$ cat src/rtl/pipe_controller_if.sv
// Control/hazard bundle between the ARM pipeline datapath and pipe_controller.
// master = controller side, slave = datapath side.
interface pipe_controller_if;
  logic [31:0] InstrD;
  logic [3:0]  ALUFlags;
  logic [1:0]  RegSrcD;
  logic [1:0]  ImmSrcD;
  logic        ALUSrcE;
  logic [2:0]  ALUControlE;
  logic        BranchTakenE;
  logic        MemWriteM;
  logic        MemtoRegW;
  logic        RegWriteW;
  logic        PCSrcW;
  logic        StallF;
  logic        StallD;
  logic        FlushD;
  logic        FlushE;
  logic [1:0]  ForwardAE;
  logic [1:0]  ForwardBE;

  modport master (
    input  InstrD, ALUFlags,
    output RegSrcD, ImmSrcD, ALUSrcE, ALUControlE, BranchTakenE, MemWriteM,
           MemtoRegW, RegWriteW, PCSrcW, StallF, StallD, FlushD, FlushE,
           ForwardAE, ForwardBE
  );

  modport slave (
    output InstrD, ALUFlags,
    input  RegSrcD, ImmSrcD, ALUSrcE, ALUControlE, BranchTakenE, MemWriteM,
           MemtoRegW, RegWriteW, PCSrcW, StallF, StallD, FlushD, FlushE,
           ForwardAE, ForwardBE
  );
endinterface

$ cat src/rtl/pipe_controller.sv
// Control and hazard unit for the 5-stage ARMv4-subset pipeline.
// Define PIPE_FORWARD_EN for M/W->E forwarding; otherwise RAW hazards stall in D.
module pipe_controller (
  input  logic              clk,
  input  logic              reset,
  pipe_controller_if.master bus
);

  typedef enum logic [2:0] {
    ALU_ADD = 3'b000,
    ALU_SUB = 3'b001,
    ALU_AND = 3'b010,
    ALU_ORR = 3'b011
  } alu_op_t;

  typedef struct packed {
    logic       reg_write;
    logic       mem_write;
    logic       mem_to_reg;
    logic       branch;
    logic       pc_src;
    logic [1:0] flag_write;   // {NZ, CV}
    logic       alu_src;
    alu_op_t    alu_ctl;
    logic [3:0] cond;
    logic [3:0] ra1;
    logic [3:0] ra2;
    logic [3:0] wa3;
  } ex_ctrl_t;

  ex_ctrl_t   d, e;
  logic [1:0] reg_src_d, imm_src_d;
  logic [1:0] op;
  logic [3:0] cmd, rn, rd, rm;
  logic       i_bit, s_bit;

  assign op    = bus.InstrD[27:26];
  assign i_bit = bus.InstrD[25];
  assign cmd   = bus.InstrD[24:21];
  assign s_bit = bus.InstrD[20];
  assign rn    = bus.InstrD[19:16];
  assign rd    = bus.InstrD[15:12];
  assign rm    = bus.InstrD[3:0];

  logic unused_bits;
  assign unused_bits = ^bus.InstrD[11:4];

  // NOTE: every always_comb output gets a default first so no path leaves it unassigned (no latch).
  always_comb begin
    d         = '0;
    d.alu_ctl = ALU_ADD;
    reg_src_d = 2'b00;
    imm_src_d = 2'b00;
    case (op)
      2'b00: begin
        d.alu_src = i_bit;
        case (cmd)
          4'b0100: begin d.reg_write = 1'b1; d.alu_ctl = ALU_ADD; d.flag_write = {2{s_bit}}; end
          4'b0010: begin d.reg_write = 1'b1; d.alu_ctl = ALU_SUB; d.flag_write = {2{s_bit}}; end
          4'b0000: begin d.reg_write = 1'b1; d.alu_ctl = ALU_AND; d.flag_write = {s_bit, 1'b0}; end
          4'b1100: begin d.reg_write = 1'b1; d.alu_ctl = ALU_ORR; d.flag_write = {s_bit, 1'b0}; end
          4'b1010: begin d.alu_ctl = ALU_SUB; d.flag_write = 2'b11; end
          default: ;
        endcase
      end
      2'b01: begin
        d.alu_src = 1'b1;
        imm_src_d = 2'b01;
        if (s_bit) begin
          d.reg_write  = 1'b1;
          d.mem_to_reg = 1'b1;
        end else begin
          d.mem_write = 1'b1;
          reg_src_d   = 2'b10;
        end
      end
      2'b10: begin
        d.branch  = 1'b1;
        d.alu_src = 1'b1;
        imm_src_d = 2'b10;
        reg_src_d = 2'b01;
      end
      default: ;
    endcase
    d.pc_src = d.reg_write & (rd == 4'd15);
    d.cond   = bus.InstrD[31:28];
    d.ra1    = reg_src_d[0] ? 4'd15 : rn;
    d.ra2    = reg_src_d[1] ? rd : rm;
    d.wa3    = rd;
  end

  // Condition evaluation against the architectural flags held here, not the live ALU flags.
  logic [3:0] flags;
  logic       n, z, c, v, cond_ex;
  assign {n, z, c, v} = flags;

  always_comb begin
    cond_ex = 1'b0;
    case (e.cond)
      4'b0000: cond_ex = z;
      4'b0001: cond_ex = ~z;
      4'b0010: cond_ex = c;
      4'b0011: cond_ex = ~c;
      4'b0100: cond_ex = n;
      4'b0101: cond_ex = ~n;
      4'b0110: cond_ex = v;
      4'b0111: cond_ex = ~v;
      4'b1000: cond_ex = c & ~z;
      4'b1001: cond_ex = ~c | z;
      4'b1010: cond_ex = (n == v);
      4'b1011: cond_ex = (n != v);
      4'b1100: cond_ex = ~z & (n == v);
      4'b1101: cond_ex = z | (n != v);
      4'b1110: cond_ex = 1'b1;
      default: cond_ex = 1'b0;
    endcase
  end

  logic branch_taken_e, data_stall, flush_e, pc_pend;
  assign branch_taken_e = e.branch & cond_ex;

  logic       reg_write_m, mem_write_m, mem_to_reg_m, pc_src_m;
  logic [3:0] wa3_m;
  logic       reg_write_w, mem_to_reg_w, pc_src_w;
  logic [3:0] wa3_w;

  // NOTE: sequential state uses non-blocking assignments so every stage samples pre-edge values.
  always_ff @(posedge clk) begin
    if (reset || flush_e) e <= '0;
    else                  e <= d;
  end

  always_ff @(posedge clk) begin
    if (reset) begin
      flags <= 4'b0000;
    end else begin
      if (e.flag_write[1] && cond_ex) flags[3:2] <= bus.ALUFlags[3:2];
      if (e.flag_write[0] && cond_ex) flags[1:0] <= bus.ALUFlags[1:0];
    end
  end

  always_ff @(posedge clk) begin
    if (reset) begin
      reg_write_m  <= 1'b0;
      mem_write_m  <= 1'b0;
      mem_to_reg_m <= 1'b0;
      pc_src_m     <= 1'b0;
      wa3_m        <= 4'd0;
      reg_write_w  <= 1'b0;
      mem_to_reg_w <= 1'b0;
      pc_src_w     <= 1'b0;
      wa3_w        <= 4'd0;
    end else begin
      reg_write_m  <= e.reg_write & cond_ex;
      mem_write_m  <= e.mem_write & cond_ex;
      mem_to_reg_m <= e.mem_to_reg;
      pc_src_m     <= e.pc_src & cond_ex;
      wa3_m        <= e.wa3;
      reg_write_w  <= reg_write_m;
      mem_to_reg_w <= mem_to_reg_m;
      pc_src_w     <= pc_src_m;
      wa3_w        <= wa3_m;
    end
  end

  logic hit_e, hit_m;
  assign hit_e = (e.wa3 == d.ra1) | (e.wa3 == d.ra2);
  assign hit_m = (wa3_m == d.ra1) | (wa3_m == d.ra2);

`ifdef PIPE_FORWARD_EN
  logic unused_hit;
  assign unused_hit = hit_m;
  assign data_stall = e.mem_to_reg & hit_e;

  always_comb begin
    bus.ForwardAE = 2'b00;
    bus.ForwardBE = 2'b00;
    if (reg_write_m && wa3_m == e.ra1)      bus.ForwardAE = 2'b10;
    else if (reg_write_w && wa3_w == e.ra1) bus.ForwardAE = 2'b01;
    if (reg_write_m && wa3_m == e.ra2)      bus.ForwardBE = 2'b10;
    else if (reg_write_w && wa3_w == e.ra2) bus.ForwardBE = 2'b01;
  end
`else
  logic unused_fwd;
  assign unused_fwd = ^{e.ra1, e.ra2, wa3_w};
  assign data_stall = (e.reg_write & hit_e) | (reg_write_m & hit_m);
  assign bus.ForwardAE = 2'b00;
  assign bus.ForwardBE = 2'b00;
`endif

  assign pc_pend = d.pc_src | e.pc_src | pc_src_m;
  assign flush_e = data_stall | branch_taken_e;

  assign bus.RegSrcD      = reg_src_d;
  assign bus.ImmSrcD      = imm_src_d;
  assign bus.ALUSrcE      = e.alu_src;
  assign bus.ALUControlE  = e.alu_ctl;
  assign bus.BranchTakenE = branch_taken_e;
  assign bus.MemWriteM    = mem_write_m;
  assign bus.MemtoRegW    = mem_to_reg_w;
  assign bus.RegWriteW    = reg_write_w;
  assign bus.PCSrcW       = pc_src_w;
  assign bus.StallF       = data_stall | pc_pend;
  assign bus.StallD       = data_stall;
  assign bus.FlushD       = pc_pend | pc_src_w | branch_taken_e;
  assign bus.FlushE       = flush_e;

endmodule

$ cat src/flat_wrapper.sv
// flat-port wrapper written by rule: the top's interface ports become plain ports
module pipe_controller_flat 
  (clk, reset, bus_InstrD, bus_ALUFlags, bus_RegSrcD, bus_ImmSrcD, bus_ALUSrcE, bus_ALUControlE, bus_BranchTakenE, bus_MemWriteM, bus_MemtoRegW, bus_RegWriteW, bus_PCSrcW, bus_StallF, bus_StallD, bus_FlushD, bus_FlushE, bus_ForwardAE, bus_ForwardBE);
  pipe_controller_if bus_i ();
  input  logic clk;
  input  logic reset;
  input wire logic [$bits(bus_i.InstrD)-1:0] bus_InstrD;
  input wire logic [$bits(bus_i.ALUFlags)-1:0] bus_ALUFlags;
  output wire logic [$bits(bus_i.RegSrcD)-1:0] bus_RegSrcD;
  output wire logic [$bits(bus_i.ImmSrcD)-1:0] bus_ImmSrcD;
  output wire logic [$bits(bus_i.ALUSrcE)-1:0] bus_ALUSrcE;
  output wire logic [$bits(bus_i.ALUControlE)-1:0] bus_ALUControlE;
  output wire logic [$bits(bus_i.BranchTakenE)-1:0] bus_BranchTakenE;
  output wire logic [$bits(bus_i.MemWriteM)-1:0] bus_MemWriteM;
  output wire logic [$bits(bus_i.MemtoRegW)-1:0] bus_MemtoRegW;
  output wire logic [$bits(bus_i.RegWriteW)-1:0] bus_RegWriteW;
  output wire logic [$bits(bus_i.PCSrcW)-1:0] bus_PCSrcW;
  output wire logic [$bits(bus_i.StallF)-1:0] bus_StallF;
  output wire logic [$bits(bus_i.StallD)-1:0] bus_StallD;
  output wire logic [$bits(bus_i.FlushD)-1:0] bus_FlushD;
  output wire logic [$bits(bus_i.FlushE)-1:0] bus_FlushE;
  output wire logic [$bits(bus_i.ForwardAE)-1:0] bus_ForwardAE;
  output wire logic [$bits(bus_i.ForwardBE)-1:0] bus_ForwardBE;
  assign bus_i.InstrD = bus_InstrD;
  assign bus_i.ALUFlags = bus_ALUFlags;
  assign bus_RegSrcD = bus_i.RegSrcD;
  assign bus_ImmSrcD = bus_i.ImmSrcD;
  assign bus_ALUSrcE = bus_i.ALUSrcE;
  assign bus_ALUControlE = bus_i.ALUControlE;
  assign bus_BranchTakenE = bus_i.BranchTakenE;
  assign bus_MemWriteM = bus_i.MemWriteM;
  assign bus_MemtoRegW = bus_i.MemtoRegW;
  assign bus_RegWriteW = bus_i.RegWriteW;
  assign bus_PCSrcW = bus_i.PCSrcW;
  assign bus_StallF = bus_i.StallF;
  assign bus_StallD = bus_i.StallD;
  assign bus_FlushD = bus_i.FlushD;
  assign bus_FlushE = bus_i.FlushE;
  assign bus_ForwardAE = bus_i.ForwardAE;
  assign bus_ForwardBE = bus_i.ForwardBE;
  pipe_controller u_core (.clk(clk), .reset(reset), .bus(bus_i));
endmodule
$ cat config.mk
export PLATFORM = sky130hd
export DESIGN_NAME = pipe_controller_flat
export DESIGN_NICKNAME = d
export VERILOG_FILES = /design/src/rtl/pipe_controller_if.sv /design/src/rtl/pipe_controller.sv /design/src/flat_wrapper.sv
export SDC_FILE = /design/constraint.sdc
export NUM_CORES = 1
export LEC_CHECK = 0
export BUFFER_PORTS_ARGS = -buffer_cell sky130_fd_sc_hd__clkbuf_2
export CAP_MARGIN = 40
export CORE_ASPECT_RATIO = 0.75
export CORE_MARGIN = 8
export CORE_UTILIZATION = 49
export DETAILED_ROUTE_END_ITERATION = 8
export PLACE_DENSITY = 0.76
export SYNTH_ARGS = -nofsm -noshare
export SYNTH_HDL_FRONTEND = slang
export SYNTH_SLANG_ARGS = --single-unit
$ cat constraint.sdc
create_clock -name clk -period 3.55 [get_ports clk]
set_clock_uncertainty 0.1 [all_clocks]
set_input_delay 0.71 -clock clk [delete_from_list [all_inputs] [get_ports clk]]
set_output_delay 0.71 -clock clk [all_outputs]
set_load 0.01 [all_outputs]
# Word-level counts from Yosys, hierarchy flattened
# Index checks and enable logic that the tools add are counted.
[word_totals]
elab_cells = 100
out_inout_bits = 21
regBits = 34
inputBits = 38
[op_classes]
muxes = 14
n_reduce_logical = 13
bitwise = 26
n_eq_ne = 27
[ops]
columns = ["operator", "count"]
rows = [
  ["$eq 4x4->1 const B", 10],
  ["$eq 4x3->1 const B", 5],
  ["$eq 4x4->1", 4],
  ["$pmux 1 s15", 1],
  ["$eq 4x2->1 const B", 3],
  ["$pmux 2 s3", 2],
  ["$reduce_or 2->1", 6],
  ["$or 1x1->1", 11],
  ["$and 1x1->1", 9],
  ["$logic_not 4->1", 2],
  ["$mux 4", 2],
  ["$pmux 2 s2", 2],
  ["$not 1->1", 6],
  ["$eq 4x1->1 const B", 1],
  ["$mux 1", 4],
  ["$pmux 1 s2", 2],
  ["$reduce_or 4->1", 1],
  ["$eq 2x1->1 const B", 1],
  ["$eq 2x2->1 const B", 1],
  ["$logic_and 1x1->1", 2],
  ["$logic_not 2->1", 1],
  ["$mux 2", 1],
  ["$eq 1x1->1", 1],
  ["$logic_or 1x1->1", 1],
  ["$ne 1x1->1", 1],
]

# Longest topological paths before layout
# Gate-level depths: netlist of the first run.
[depth]
depth_word = 10
depth_mapped = 11
depth_no_buf = 9

# Least setup slack after synthesis of the first run
# Ideal clock, no wire load.
[synth_timing]
path_kind = "in2out"
startpoint = "input bus_InstrD[26]"
endpoint = "output bus_StallF"
arrival_time_ps = 2424
path_buffers = 1
path_slack_ps = 316
cell_stages = 9
cell_sequence = "inv_1 > ha_1 > clkbuf_1 > o21ai_0 > a211oi_1 > o221a_2 > a31oi_1 > nand3_1 > or4_1"
[synth_between]
elab_chain_len = 8
[synth_rtl]
columns = ["item", "line", "text"]
rows = [
  ["start: declaration", "flat_wrapper.sv:7", "input wire logic [$bits(bus_i.InstrD)-1:0] bus_InstrD;"],
  ["$eq 2x2->1 or $eq 2x1->1 (tied branches)", "pipe_controller.sv:54", "case (op)"],
  ["$pmux 2 s2", "pipe_controller.sv:54", ""],
  ["$mux 4 (on tied branches)", "pipe_controller.sv:87, pipe_controller.sv:88", ""],
  ["$eq 4x4->1 (on tied branches)", "pipe_controller.sv:167, pipe_controller.sv:168", ""],
  ["$or 1x1->1 (on tied branches)", "pipe_controller.sv:167, pipe_controller.sv:168", ""],
  ["$and 1x1->1", "pipe_controller.sv:186", "assign data_stall = (e.reg_write & hit_e) | (reg_write_m & hit_m);"],
  ["$or 1x1->1", "pipe_controller.sv:186", ""],
  ["$or 1x1->1 (*)", "pipe_controller.sv:203", "assign bus.StallF = data_stall | pc_pend;"],
  ["end: declaration", "flat_wrapper.sv:18", "output wire logic [$bits(bus_i.StallF)-1:0] bus_StallF;"],
]
# Every way passes the cells marked *; elsewhere a longest branch is shown, timed or not.

# Final worst setup path of the first run
[layout_timing]
startpoint = "input bus_InstrD[27]"
endpoint = "output bus_StallF"
# The elaborated chain is that of the path after synthesis.

==> results of run 1 <==
layer usage:
layer,track usage,up-vias,part of all wire,wire length (um)
met1,0.209,834,0.48,2330
met5,0,-,0,0
li1,-,914,-,-
met2,0.214,62,0.41,1970
met4,0.0533,0,0.017,80
met3,0.0579,9,0.091,437
how the worst min path moves through the flow:
| stage | start | slack (ns) | endpoint | cells past startpoint |
|---|---|---|---|---|
| after global routing | u_core.e[24] | 0.39 | u_core.mem_to_reg_m | 1 |
| final | u_core.e[24] | 0.36 | u_core.mem_to_reg_m | 1 |
| after CTS | u_core.e[24] | 0.35 | u_core.mem_to_reg_m | 1 |
| after detailed placement | u_core.e[24] | 0.33 | u_core.mem_to_reg_m | 1 |
| after floorplan | u_core.mem_to_reg_m | 0.31 | u_core.bus.MemtoRegW | 1 |
| after global placement | u_core.e[24] | 0.33 | u_core.mem_to_reg_m | 1 |
cells in the mapped netlist, drive strengths merged, types with 4 or more instances:
cell type / count / share of area
nor4: 12 / 0.047
a21oi: 14 / 0.035
clkbuf: 8 / 0.016
ha: 5 / 0.032
xor2: 7 / 0.031
nor2b: 12 / 0.038
nand2b: 5 / 0.016
a41o: 4 / 0.020
mux2i: 6 / 0.030
buf: 15 / 0.055
inv: 17 / 0.032
dfxtp: 33 / 0.33
xnor2: 4 / 0.018
nand3: 6 / 0.015
nand2: 14 / 0.027
or3: 4 / 0.013
nor4b: 7 / 0.034
and3: 5 / 0.016
nor2: 6 / 0.011
o21ai: 6 / 0.015
worst max-delay path, stage by stage:
cell      delay [ns]
clkbuf_2        0.12
inv_1           0.08
ha_1            0.24
nand2b_4        0.09
buf_6           0.14
mux2i_2         0.15
o21ai_0         0.18
a221o_1         0.15
nand3_2         0.10
or4_1           0.49
clkbuf_2        0.15
power by group through the flow:
| stage | logic, W | registers (W) | clock network (W) |
|---|---|---|---|
| after global placement | 0.000128 | 0.000407 | 0 |
| final | 0.000136 | 0.000400 | 0.000367 |
| after detailed placement | 0.000130 | 0.000408 | 0 |
| after floorplan | 0.0000947 | 0.000399 | 0 |
| after CTS | 0.000131 | 0.000399 | 0.000372 |
| after global routing | 0.000151 | 0.000402 | 0.000388 |
cells in the final DEF, fill, tap and decap left out, drive strengths merged, types with 3 or more instances in the layout:
| cell type | instances |
|---|---|
| nor2b | 12 |
| nor2 | 6 |
| dfxtp | 33 |
| nand3b | 3 |
| and3 | 5 |
| a32oi | 3 |
| clkbuf | 51 |
| o22ai | 3 |
| nand2 | 14 |
| xnor2 | 4 |
| buf | 12 |
| a31oi | 3 |
| o21ai | 6 |
| mux2i | 6 |
| a21oi | 14 |
| nand3 | 6 |
| inv | 17 |
| xor2 | 7 |
| nand2b | 5 |
| or3 | 4 |
| nor4b | 7 |
| conb | 5 |
| a41o | 4 |
| a211oi | 3 |
| nor4 | 12 |
| ha | 5 |
cells by family after synthesis:
kind of cell | share of synthesized area
muxes | 0.0303
adders and majority gates | 0.0316
buffers and inverters | 0.104
AOI/OAI and AO/OA | 0.182
DFF | 0.334
other | 0.00189
and+or+nand+nor | 0.268
xor gates and xnor gates | 0.0487
sequential cells by signal, indices dropped and copies added, names as in the netlist:
signal / cells
u_core.e: 15
u_core.flags: 4
u_core.wa3_m: 4
u_core.bus.ALUControlE: 2
u_core.bus.ALUSrcE: 1
u_core.bus.MemWriteM: 1
u_core.bus.MemtoRegW: 1
u_core.bus.PCSrcW: 1
u_core.bus.RegWriteW: 1
u_core.mem_to_reg_m: 1
u_core.pc_src_m: 1
u_core.reg_write_m: 1
timing repair:
action                     in CTS  in global routing
pin swaps                       0                  1
buffers inserted                0                  1
gates resized for setup         1                  8
setup endpoints to repair       1                  2
area by class of cell:
type,instances,area [um2]
Multi-Input combinational cell,161,1160
Clock buffer,6,82.6
Tap cell,55,68.8
Fill cell,378,1560
Sequential cell,33,661
Clock inverter,2,37.5
Inverter,17,63.8
Timing Repair Buffer,57,319
stage by stage:
stage	setup slack, ns	power (W)	area, um2	util	hold slack (ns)
after global routing	-0.00767	0.000941	2390	0.604	0.385
final	0.127	0.000903	2390	0.604	0.355
after CTS	0.0771	0.000903	2350	0.595	0.354
after global placement	0.0432	0.000535	2230	0.564	0.330
after floorplan	0.316	0.000494	1990	-	0.314
after detailed placement	-0.0221	0.000538	2230	0.564	0.329
==> run summary, run 1 <==
Fmax - 292 MHz
Min Tclk post-route - 3.42 ns
Setup-failing EPs final - 0
Largest net degree at the start of global routing - 25
Drt wl/cell - 14.5 um
DRC viols - 0
Combinational share of power - 0.150
DP Cell Count - 322
Worst setup startpoint - bus_InstrD[27]
R2r endpoint - u_core.bus.ALUControlE[0]
Sequential power share - 0.443
Layout cells sized above 1 - 0.286
Mean Syn Cell Area - 8.61 um2
Ys flop type - dfxtp_1
Max VDD drop - 0.224 mV
Via Count - 1,819
ANT cells - 0
Cell Pwr Density - 378 nW/um2
Rows - 20
CTS root buffer - clkbuf_8
Die W - 89.4 um
Outcome - complete, no violations
Non-filler instance count after layout - 331
Initial core utilization - 0.501
Die area - 6350 um2
R2R depth - 7
Crit Path Class - primary input to primary output
P_sw - 0.000231 W
Period Utilization, post-route - 0.964
Sw Ratio - 0.256
Hold Violations, Final - 0
CTS buffer count - 5
RePlAce Congestion - 0.918
Pre-Repair DR Iteration Count - 4
Post-synthesis sequential area ratio - 0.334
CTS Buffer Depth - 2
Crit path to - bus_StallF
H-tree levels - 2
Clock slew at reported path FFs - 0.07 ns
Worst-margin pin slew - 0.522 ns
Synth Warn # - 0
Via-per-instance ratio - 5.50
Total track usage - 0.154
Internal - 0.000672 W
DR iter-0 viols - 96
Worst Path Required - 2.74 ns
HPWL after DPL - 3.65 mm
Max Fanout on Critical Path - 6
CTS Hold Bufs - 0
DRT antenna net count - 0
Vias in the first global route - 1,698
Clk pwr share - 0.406
Synth cell types - 52
Clk_lat worst skew - 0.29 ns
Worst Path Arrival - 2.61 ns
Async set-reset flop share out of synthesis - 0
Max_cap viols - 0
Sink Count - 33
Hold/Removal Path Class - register to register
Post-Syn Instances - 230
Post-synth EDFFs - 0
RR Startpoint - u_core.e[13]
Core area - 3950 um2
Final net count - 318
Cell area after synthesis - 1980 um2
First-pass GRT wire length - 7.79 mm
Post-Route WL - 4.82 mm
Yosys reg bits - 33
Slew Limit Headroom - 0.652
Max Slew Vio Count - 0
Total global routing overflow - 0
Area Overhead vs Synth - 20.7%
Initial antenna violation count - 0
Reg2reg setup slack - 1.30 ns
CP endpoint kind - primary output
DIE HEIGHT - 71.0 um
# IOs - 59
CTS tree - done
Setup tns final - 0 ns
Critical Path Source Type - primary input
PortBufs - 45
P_leak - 1.10 nW
(Power assumes the default switching activity.)
==> run 2, diff against run 1 <==
--- a/config.mk
+++ b/config.mk
@@ -5,13 +5,15 @@
 export SDC_FILE = /design/constraint.sdc
 export NUM_CORES = 1
 export LEC_CHECK = 0
+export ABC_AREA = 1
 export BUFFER_PORTS_ARGS = -buffer_cell sky130_fd_sc_hd__clkbuf_2
 export CAP_MARGIN = 40
 export CORE_ASPECT_RATIO = 0.75
 export CORE_MARGIN = 8
 export CORE_UTILIZATION = 49
+export CTS_BUF_LIST = sky130_fd_sc_hd__clkbuf_4 sky130_fd_sc_hd__clkbuf_8
 export DETAILED_ROUTE_END_ITERATION = 8
-export PLACE_DENSITY = 0.76
+export PLACE_DENSITY = 0.77
 export SYNTH_ARGS = -nofsm -noshare
 export SYNTH_HDL_FRONTEND = slang
 export SYNTH_SLANG_ARGS = --single-unit
==> run summary, run 2 <==
Setup tns final - 0 ns
Initial antenna violation count - 0
Initial core utilization - 0.517
Critical Path Source Type - primary input
Area Overhead vs Synth - 15.3%
Post-Route WL - 4.24 mm
Max_cap viols - 0
Post-synthesis mux area share - 0
Post-CTS Setup Bufs - 0
Setup-failing EPs final - 0
ANT cells - 0
HPWL after DPL - 3.40 mm
Largest Register - u_core.e
Reg2reg setup slack - 1.68 ns
Cell area after synthesis - 1920 um2
Largest stage delay on the critical path - 0.47 ns
Pre-CTS WS - 0.286 ns
Worst Path Required - 2.74 ns
P_leak - 1.17 nW
Outcome - complete, no violations
Post-synth EDFFs - 0
Sink Count - 33
Crit-path most repeated cell - nand2_1
DR iter-0 viols - 108
Core area - 3710 um2
Post-Syn Instances - 276
DRC viols - 0
Top cells by area, synth - dfxtp_1 34%, inv_1 10%, nand2_1 9.0%
Rows - 19
Biggest regs - u_core.e: 15 flops, u_core.flags: 4 flops, u_core.wa3_m: 4 flops
Period Utilization, post-route - 0.934
Post-Synth XOR/XNOR Area - 0.0366
CP bufs+invs - 4
DRT antenna net count - 0
Cell Pwr Density - 367 nW/um2
DIE HEIGHT - 70.2 um
Async set-reset flop share out of synthesis - 0
# IOs - 59
Post-synthesis sequential area ratio - 0.345
Max Slew Vio Count - 0
Via Count - 1,738
PortBufs - 45
Hold/Removal Path Class - register to register
CTS tree - done
Most common cell after layout, fill and taps aside - inv_1
CP delay by family, top - simple AND/OR/NAND/NOR gates
Synth Warn # - 0
Total track usage - 0.142
Final worst slack - 0.234 ns
Ys flop type - dfxtp_1
# fillers - 364
CTS Buffer Depth - 2
Min Tclk post-route - 3.32 ns
Yosys top cell by area - dfxtp_1
Max FFs per register - 15
CP max stage cell - ha_1
CTS root buffer - clkbuf_8
Drt wl/cell - 11.4 um
Largest net degree at the start of global routing - 15
Pre-Repair DR Iteration Count - 4
Synth top cells by count - 52 x inv_1, 46 x nand2_1, 38 x nor2_1, 33 x dfxtp_1, 29 x nand3_1
Post-Synth Adder-Cell Area - 0.0326
Non-filler instance count after layout - 373
Yosys reg bits - 33
Top cell type's share of synthesized area - 0.345
DP Cell Count - 365
Compound-Gate Fraction of Synth Area - 0.0568
First-pass GRT wire length - 7.04 mm
Die W - 88.2 um
Via-per-instance ratio - 4.66
Crit path cell chain - clkbuf_2, inv_1, ha_1, nand3_1, nand3_1, nand2_1, nor2_1, nand2_1, nand2_1, nand2_2, nand2_4, nor2_4, inv_1, clkbuf_2
Combinational family with the most area after synthesis - simple AND/OR/NAND/NOR gates
Most frequent cells in the layout - 52 x inv_1, 46 x nand2_1, 45 x clkbuf_2
Post-CTS sizing - 0
H-tree levels - 2
CTS Hold Bufs - 0
Worst Path Arrival - 2.51 ns
Top-count cell post-synth - inv_1
Clock slew at reported path FFs - 0.06 ns
Layout cells sized above 1 - 0.243
CTS buffer count - 5
Core Util, Final - 0.596
Hold Violations, Final - 0
Die area - 6190 um2
Final net count - 363
Total global routing overflow - 0
Vias in the first global route - 1,625
Hold Slack - 0.315 ns
RSZ-0062 raised after global routing - false
Post-synthesis simple-gate area fraction - 0.369
Mean Syn Cell Area - 6.95 um2
Max Fanout on Critical Path - 10
Max VDD drop - 0.196 mV
Synth cell types - 28
RePlAce Congestion - 0.877
Clk_lat worst skew - 0.28 ns
Fmax - 302 MHz
CP endpoint kind - primary output
Crit Path Class - primary input to primary output
run 2: changes by cell type in the layout (fill, tap and decap cells not counted), sizes merged, moves of 7 or more:
cell   previous run  this run
inv              17        53
nand3             6        29
nor2b            12         0
nand2            14        55
nor4             12         1
nor4b             7         0
buf              12         0
nor2              6        49
run 2: worst paths after layout:
| kind | startpoint | end | cells past startpoint |
|---|---|---|---|
| worst min register to register | u_core.mem_to_reg_m | u_core.bus.MemtoRegW | 2 |
| worst max register to register | u_core.e[15] | u_core.e[25] | 11 |
| worst min-delay path | u_core.mem_to_reg_m | u_core.bus.MemtoRegW | 2 |
| worst max-delay path | bus_InstrD[27] | bus_FlushE | 14 |
run 2: report_power, final:
part / internal [W] / switching [W] / leakage (nW) / total [W]
clock network: 0.000162 / 0.000124 / 0.0498 / 0.000286
logic: 0.0000508 / 0.0000841 / 0.850 / 0.000135
registers: 0.000383 / 0.00000895 / 0.269 / 0.000391
run 2: layout make-up:
| class | instances | area [um2] | share of cell area |
|---|---|---|---|
| repair buffers | 45 | 225 | 0.102 |
| well taps | 52 | 65.1 | 0.0294 |
| multi-input cells | 182 | 967 | 0.437 |
| inverters | 53 | 201 | 0.0911 |
| clock buffers | 8 | 91.3 | 0.0413 |
| flip-flops and latches | 33 | 661 | 0.299 |
run 2: kinds of logic (layout without fill, tap and decap cells):
family | Yosys count | count (layout)
AO/OA/AOI/OAI | 19 | 19
other | 1 | 5
flip-flops | 33 | 33
adder cells (fa/ha/maj) | 5 | 5
buffers and inverters | 65 | 106
AND/OR/NAND/NOR | 145 | 145
XOR/XNOR | 8 | 8
run 2: stage by stage:
stage / area (um2) / power (W)
2_1_floorplan: 1930 / 0.000500
4_1_cts: 2210 / 0.000816
3_3_place_gp: 2120 / 0.000530
3_5_place_dp: 2120 / 0.000533
6_report: 2210 / 0.000812
5_1_grt: 2210 / 0.000852
run 2: per-layer routing:
| metal | share of wire | vias up | wire (um) | global-route usage |
|---|---|---|---|---|
| li1 | - | 918 | - | - |
| met1 | 0.51 | 755 | 2170 | 0.196 |
| met2 | 0.42 | 61 | 1760 | 0.199 |
| met3 | 0.061 | 4 | 260 | 0.0374 |
| met4 | 0.012 | 0 | 49 | 0.0617 |
| met5 | 0 | - | 0 | 0 |
run 2: worst reg2reg max path, stage by stage (launching register included):
cell,delay (ns)
dfxtp_1,0.37
inv_1,0.09
nor2_1,0.13
nand3_1,0.09
o21ai_0,0.10
nand2_1,0.09
nand2_1,0.07
nor2_1,0.05
a21oi_2,0.24
nor2_4,0.09
nand2_4,0.23
nor2_1,0.08
